$ cat config.mk
export PLATFORM = sky130hd
export DESIGN_NAME = bcd_timer_ctrl
export DESIGN_NICKNAME = d
export VERILOG_FILES = /design/src/rtl/bcd_timer_ctrl.sv
export SDC_FILE = /design/constraint.sdc
export NUM_CORES = 1
export LEC_CHECK = 0
export ABC_CLOCK_PERIOD_IN_PS = 3200
export CORE_UTILIZATION = 49
export CTS_CLUSTER_SIZE = 28
export DETAILED_ROUTE_END_ITERATION = 7
export PLACE_DENSITY = 0.77
export SLEW_MARGIN = 20
export SYNTH_ARGS = -nofsm -noshare
export SYNTH_HDL_FRONTEND = slang
export SYNTH_SLANG_ARGS = --single-unit
$ cat constraint.sdc
create_clock -name clk -period 3.2 [get_ports clk]
set_input_delay 0.48 -clock clk [delete_from_list [all_inputs] [get_ports clk]]
set_output_delay 0.48 -clock clk [all_outputs]
set_load 0.02 [all_outputs]
$ cat src/rtl/bcd_timer_ctrl.sv
// bcd_timer_ctrl
// Two-digit BCD up/down timer with a start/stop/pause/done control FSM.
// A prescaler divides clk by TICK_DIV to produce count steps. All state,
// including the BCD digits, is clocked by clk; carries and borrows are
// resolved combinationally within a single step.
module bcd_timer_ctrl #(
    parameter int TICK_DIV = 50
) (
    input  logic       clk,
    input  logic       reset,
    input  logic       start,
    input  logic       stop,
    input  logic       clear,
    input  logic       load,
    input  logic [3:0] preset1,
    input  logic [3:0] preset0,
    input  logic       dir,
    output logic [3:0] q1,
    output logic [3:0] q0,
    output logic [1:0] state,
    output logic       busy,
    output logic       done
);

    typedef enum logic [1:0] {
        IDLE  = 2'b00,
        RUN   = 2'b01,
        PAUSE = 2'b10,
        DONE  = 2'b11
    } state_t;

    // Last prescaler value; the step fires in the cycle the prescaler holds it.
    localparam logic [15:0] TICK_LAST = 16'(TICK_DIV - 1);

    // Presets above 9 are not BCD; saturate them to 9.
    function automatic logic [3:0] clamp_digit(input logic [3:0] d);
        return (d > 4'd9) ? 4'd9 : d;
    endfunction

    // One BCD increment of {tens, ones}; wraps 99 -> 00 so digits stay legal.
    function automatic logic [7:0] bcd_inc(input logic [3:0] t, input logic [3:0] o);
        logic [3:0] t_n;
        logic [3:0] o_n;
        if (o >= 4'd9) begin
            o_n = 4'd0;
            t_n = (t >= 4'd9) ? 4'd0 : t + 4'd1;
        end else begin
            o_n = o + 4'd1;
            t_n = t;
        end
        return {t_n, o_n};
    endfunction

    // One BCD decrement of {tens, ones}; wraps 00 -> 99 so digits stay legal.
    function automatic logic [7:0] bcd_dec(input logic [3:0] t, input logic [3:0] o);
        logic [3:0] t_n;
        logic [3:0] o_n;
        if (o == 4'd0) begin
            o_n = 4'd9;
            t_n = (t == 4'd0) ? 4'd9 : t - 4'd1;
        end else begin
            o_n = o - 4'd1;
            t_n = t;
        end
        return {t_n, o_n};
    endfunction

    state_t      state_r, state_n;
    logic [3:0]  q1_r, q1_n;
    logic [3:0]  q0_r, q0_n;
    logic [15:0] presc_r, presc_n;
    logic        dir_r, dir_n;
    logic        done_r, done_n;

    logic [7:0]  count;
    logic [7:0]  step_val;
    logic        step_term;
    logic        start_term;
    logic        tick;

    assign count      = {q1_r, q0_r};
    // Step result and terminal test use the latched direction, so dir
    // wiggling while running or paused has no effect.
    assign step_val   = dir_r ? bcd_dec(q1_r, q0_r) : bcd_inc(q1_r, q0_r);
    assign step_term  = dir_r ? (step_val == 8'h00) : (step_val == 8'h99);
    // Starting from IDLE checks the live dir, since that is what gets latched.
    assign start_term = dir ? (count == 8'h00) : (count == 8'h99);
    assign tick       = (presc_r == TICK_LAST);

    // Next-state logic: command priority is clear > load > stop > start.
    always_comb begin
        // NOTE: every signal written here gets a default first so no path
        // leaves it unassigned, which would otherwise infer a latch.
        state_n = state_r;
        q1_n    = q1_r;
        q0_n    = q0_r;
        presc_n = presc_r;
        dir_n   = dir_r;

        if (clear) begin
            state_n = IDLE;
            q1_n    = 4'd0;
            q0_n    = 4'd0;
            presc_n = 16'd0;
        end else begin
            unique case (state_r)
                IDLE: begin
                    if (load) begin
                        q1_n = clamp_digit(preset1);
                        q0_n = clamp_digit(preset0);
                    end else if (stop) begin
                        // stop outranks start; nothing to pause in IDLE
                        state_n = IDLE;
                    end else if (start) begin
                        dir_n   = dir;
                        presc_n = 16'd0;
                        state_n = start_term ? DONE : RUN;
                    end
                end
                RUN: begin
                    // load is ignored while running
                    if (stop) begin
                        state_n = PAUSE;
                    end else if (tick) begin
                        presc_n = 16'd0;
                        q1_n    = step_val[7:4];
                        q0_n    = step_val[3:0];
                        if (step_term) begin
                            state_n = DONE;
                        end
                    end else begin
                        presc_n = presc_r + 16'd1;
                    end
                end
                PAUSE: begin
                    // Prescaler stays frozen so a resume continues mid-period.
                    if (stop) begin
                        state_n = IDLE;
                        presc_n = 16'd0;
                    end else if (start) begin
                        state_n = RUN;
                    end
                end
                DONE: begin
                    if (load) begin
                        q1_n    = clamp_digit(preset1);
                        q0_n    = clamp_digit(preset0);
                        state_n = IDLE;
                    end
                end
                default: state_n = IDLE;
            endcase
        end

        // The pulse is registered, so it is high exactly for the first DONE cycle.
        done_n = (state_n == DONE) && (state_r != DONE);
    end

    // State and datapath registers with asynchronous active-high reset.
    always_ff @(posedge clk or posedge reset) begin
        if (reset) begin
            state_r <= IDLE;
            q1_r    <= 4'd0;
            q0_r    <= 4'd0;
            presc_r <= 16'd0;
            dir_r   <= 1'b0;
            done_r  <= 1'b0;
        end else begin
            // NOTE: non-blocking assignments here so every register samples
            // the pre-edge values, independent of statement order.
            state_r <= state_n;
            q1_r    <= q1_n;
            q0_r    <= q0_n;
            presc_r <= presc_n;
            dir_r   <= dir_n;
            done_r  <= done_n;
        end
    end

    assign q1    = q1_r;
    assign q0    = q0_r;
    assign state = state_r;
    assign busy  = (state_r == RUN) || (state_r == PAUSE);
    assign done  = done_r;

endmodule
==> results_tabular.tex <==
\begin{tabular}{lr}
\hline
Metric & Value \\
\hline
\multicolumn{2}{l}{\textbf{Synthesis}} \\
Number of nets in the synthesized netlist & 302 \\
Distinct cells, synth & 55 \\
Synth Area in Compound Gates & 0.213 \\
Top\_reg\_cell synth & dfrtp\_1 \\
Number of enable flip-flop cells after synthesis & 0 \\
Warnings, synthesis & 0 \\
Average instance area after synthesis & 8.22 um2 \\
Synthesized-area fraction occupied by adder cells & 0.0664 \\
Multiplexer share of the synthesized area & 0.0382 \\
Synthesized-area fraction occupied by xor and xnor cells & 0.0581 \\
Dominant combinational cell family by area after synthesis & simple AND/OR/NAND/NOR gates \\
Sequential share of the synthesized area & 0.310 \\
Async set-reset flop share out of synthesis & 1.00 \\
Post-synthesis sequential element count & 28 \\
Basic-gate share of the synthesized area counting and, or, nand and nor cells & 0.256 \\
Synth Instances & 275 \\
Cell area after synthesis & 2260 um2 \\
\multicolumn{2}{l}{\textbf{Clock network}} \\
Clock slew at the register clock pins of the worst setup and hold paths & 0.10 ns \\
\# Post-CTS Setup Buffers & 0 \\
CTS Root Cell & clkbuf\_8 \\
Clk sinks & 28 \\
Buffer depth of the longest clock path & 2 \\
Clock latency reported for the late side of the worst-skew pair & 0.28 ns \\
Number of clock buffers inserted by TritonCTS & 3 \\
Cts repair resizes & 0 \\
Clock tree from TritonCTS & yes \\
Depth of the CTS H-tree & 1 \\
Hold Buf Count CTS & 0 \\
\multicolumn{2}{l}{\textbf{Detailed routing}} \\
DRC violation count after routing & 0 \\
Number of iterations in the first detailed-routing pass & 4 \\
Total Wirelength & 5260 um \\
Routed wirelength normalized by instance count & 15.2 um \\
Violation count after the first detailed-route iteration & 114 \\
Number of nets with antenna violations after routing & 0 \\
Detailed-route via count & 2,093 \\
Detail-routed via count per cell & 6.07 \\
\multicolumn{2}{l}{\textbf{STA}} \\
Highest clock rate & 0.384 GHz \\
Setup TNS & 0 ns \\
Slew headroom & 0.577 \\
Fin crit share & 0.814 \\
Final setup vio count & 0 \\
Final Critical Period & 2.60 ns \\
Pin slew with the least headroom to its limit & 0.631 ns \\
Slew Limit Fails & 0 \\
Final count of hold timing violations & 0 \\
RSZ-0062 raised after global routing & false \\
Layout Skew & 0.00613 ns \\
\multicolumn{2}{l}{\textbf{Placed design}} \\
\# port buffers & 26 \\
GP Congestion & 0.914 \\
Dpl hpwl & 3870 um \\
Placed instance area & 2550 um2 \\
\multicolumn{2}{l}{\textbf{Die}} \\
Effective utilization at floorplan & 0.516 \\
Die Height & 69.9 um \\
Width of the chip & 69.9 um \\
Cell Rows & 24 \\
Core Area & 4380 um2 \\
Overall die area & 4890 um2 \\
\# IOs & 27 \\
\multicolumn{2}{l}{\textbf{Global route}} \\
Number of global-route vias before repair & 1,924 \\
Total grt overflow & 0 \\
Gr usage total & 0.223 \\
Global-route wire length before repair & 8910 um \\
Maximum number of pins on one net before global-route repair & 29 \\
Antenna violations before repair & 0 \\
\multicolumn{2}{l}{\textbf{Critical path}} \\
Crit path max fanout & 10 \\
Critical path endpoint category & flop \\
Kind of critical path & reg -> reg \\
Sort of element at the start of the critical path & flop \\
Data arrival time of the critical path & 2.78 ns \\
Reg2reg path depth & 6 \\
Reg2Reg Launch Point & q0[0]\$\_DFFE\_PP0P\_ \\
Worst path required time & 3.38 ns \\
Worst R2R End & state[0]\$\_DFF\_PP0\_ \\
Register-to-register path setup slack & 0.60 ns \\
\multicolumn{2}{l}{\textbf{Finish}} \\
Leading cell types in the layout, fill and taps excluded & 28 x nor2\_1, 28 x dfrtp\_1, 26 x clkdlybuf4s50\_1, 23 x nand2\_1, 21 x o21ai\_0 \\
Area grow syn2layout & 16.0\% \\
Design area & 2620 um2 \\
Fill cell instance count of the final layout & 409 \\
Antenna diode count & 0 \\
Post-layout nets & 321 \\
Share of cells above drive strength 1 & 0.0614 \\
\multicolumn{2}{l}{\textbf{Power and ir drop}} \\
Cell leakage power & 1.05 nW \\
Power per cell area & 475 nW/um2 \\
Worst ir drop on vdd & 253 uV \\
\multicolumn{2}{l}{\textbf{Min path}} \\
Class of the worst hold path & in -> async \\
\multicolumn{2}{l}{\textbf{Job}} \\
Count of maximum capacitance violations & 0 \\
\multicolumn{2}{l}{\textbf{Outcome}} \\
Result of the run & complete, no violations \\
\hline
\end{tabular}
-- worst max-delay path by stage --
stage	start	to	slack (ns)	depth (start not counted)
floorplan	state[1]$_DFF_PP0_	presc_r[10]$_DFFE_PP0P_	0.61	10
global placement	load	presc_r[10]$_DFFE_PP0P_	0.64	7
detailed placement	load	presc_r[10]$_DFFE_PP0P_	0.57	7
CTS	q0[0]$_DFFE_PP0P_	state[0]$_DFF_PP0_	0.62	6
global route	q0[0]$_DFFE_PP0P_	state[0]$_DFF_PP0_	0.39	7
finish	q0[0]$_DFFE_PP0P_	state[0]$_DFF_PP0_	0.60	6
-- kinds of logic (layout without fill, tap and decap cells) --
family,count (synthesis),count (layout)
flip-flops,28,28
adder cells (fa/ha/maj),12,12
XOR/XNOR,15,15
AO/OA/AOI/OAI,72,72
AND/OR/NAND/NOR,108,108
buffers and inverters,33,51
multiplexers,7,7
-- where the power goes --
group / switching, mW / total (mW) / internal (mW) / leakage, nW
logic: 0.279 / 0.505 / 0.225 / 0.629
clock network: 0.116 / 0.283 / 0.168 / 0.0357
registers: 0.0796 / 0.457 / 0.377 / 0.382
total: 0.475 / 1.24 / 0.770 / 1.05
-- worst max-delay path: stages (launching register included) --
cell and delay [ns]:
dfrtp_1 0.49, inv_1 0.14, ha_1 0.32, or3b_1 0.50, mux4_2 0.54, mux2i_1 0.19
o41ai_1 0.32
-- registers in the layout, summed over array words and instances, names as in the netlist --
signal   count
dir_r        1
done         1
presc_r     16
q0           4
q1           4
state        2
-- cell type report --
class | instances | area (um2) | share of cell area
Multi-Input combinational cell | 214 | 1430 | 0.544
Sequential cell | 28 | 701 | 0.267
Inverter | 16 | 60.1 | 0.0229
Clock buffer | 3 | 41.3 | 0.0157
Timing Repair Buffer | 31 | 298 | 0.114
Tap cell | 52 | 65.1 | 0.0248
Clock inverter | 1 | 30.0 | 0.0115
-- cells in the mapped netlist (4+ instances only) --
master	instances	area [um2]
xnor2_1	7	61.3
o211ai_1	4	30.0
nand2b_1	5	31.3
nand3_1	6	30.0
xor2_1	8	70.1
a211oi_1	4	30.0
dfrtp_1	28	701
nor2_1	28	105
clkbuf_1	12	45.0
buf_2	4	20.0
nor3b_1	7	52.6
a21oi_1	10	50.1
nor3_1	9	45.0
nand2_1	23	86.3
nor4b_1	4	35.0
o31ai_1	8	60.1
o21ai_0	21	105
ha_1	12	150
inv_1	16	60.1
-- metal layers --
metal  share of wire  GRT usage  vias to the layer above
met3           0.041     0.0173                        8
li1                -          -                     1031
met4           0.014     0.0778                        0
met2            0.47      0.356                       61
met1            0.47      0.321                      993
met5               0          0                        -
-- metrics by stage --
stage | power, mW | instances | hold WS (ns) | util | setup slack (ns)
finish | 1.24 | 345 | 0.557 | 0.598 | 0.596
global route | 1.31 | 345 | 0.599 | 0.598 | 0.393
CTS | 1.24 | 345 | 0.565 | 0.598 | 0.624
detailed placement | 0.960 | 341 | 0.541 | 0.582 | 0.568
global placement | 0.955 | 341 | 0.522 | 0.582 | 0.644
floorplan | 0.810 | 275 | 0.494 | - | 0.611
(Power assumes the default switching activity.)
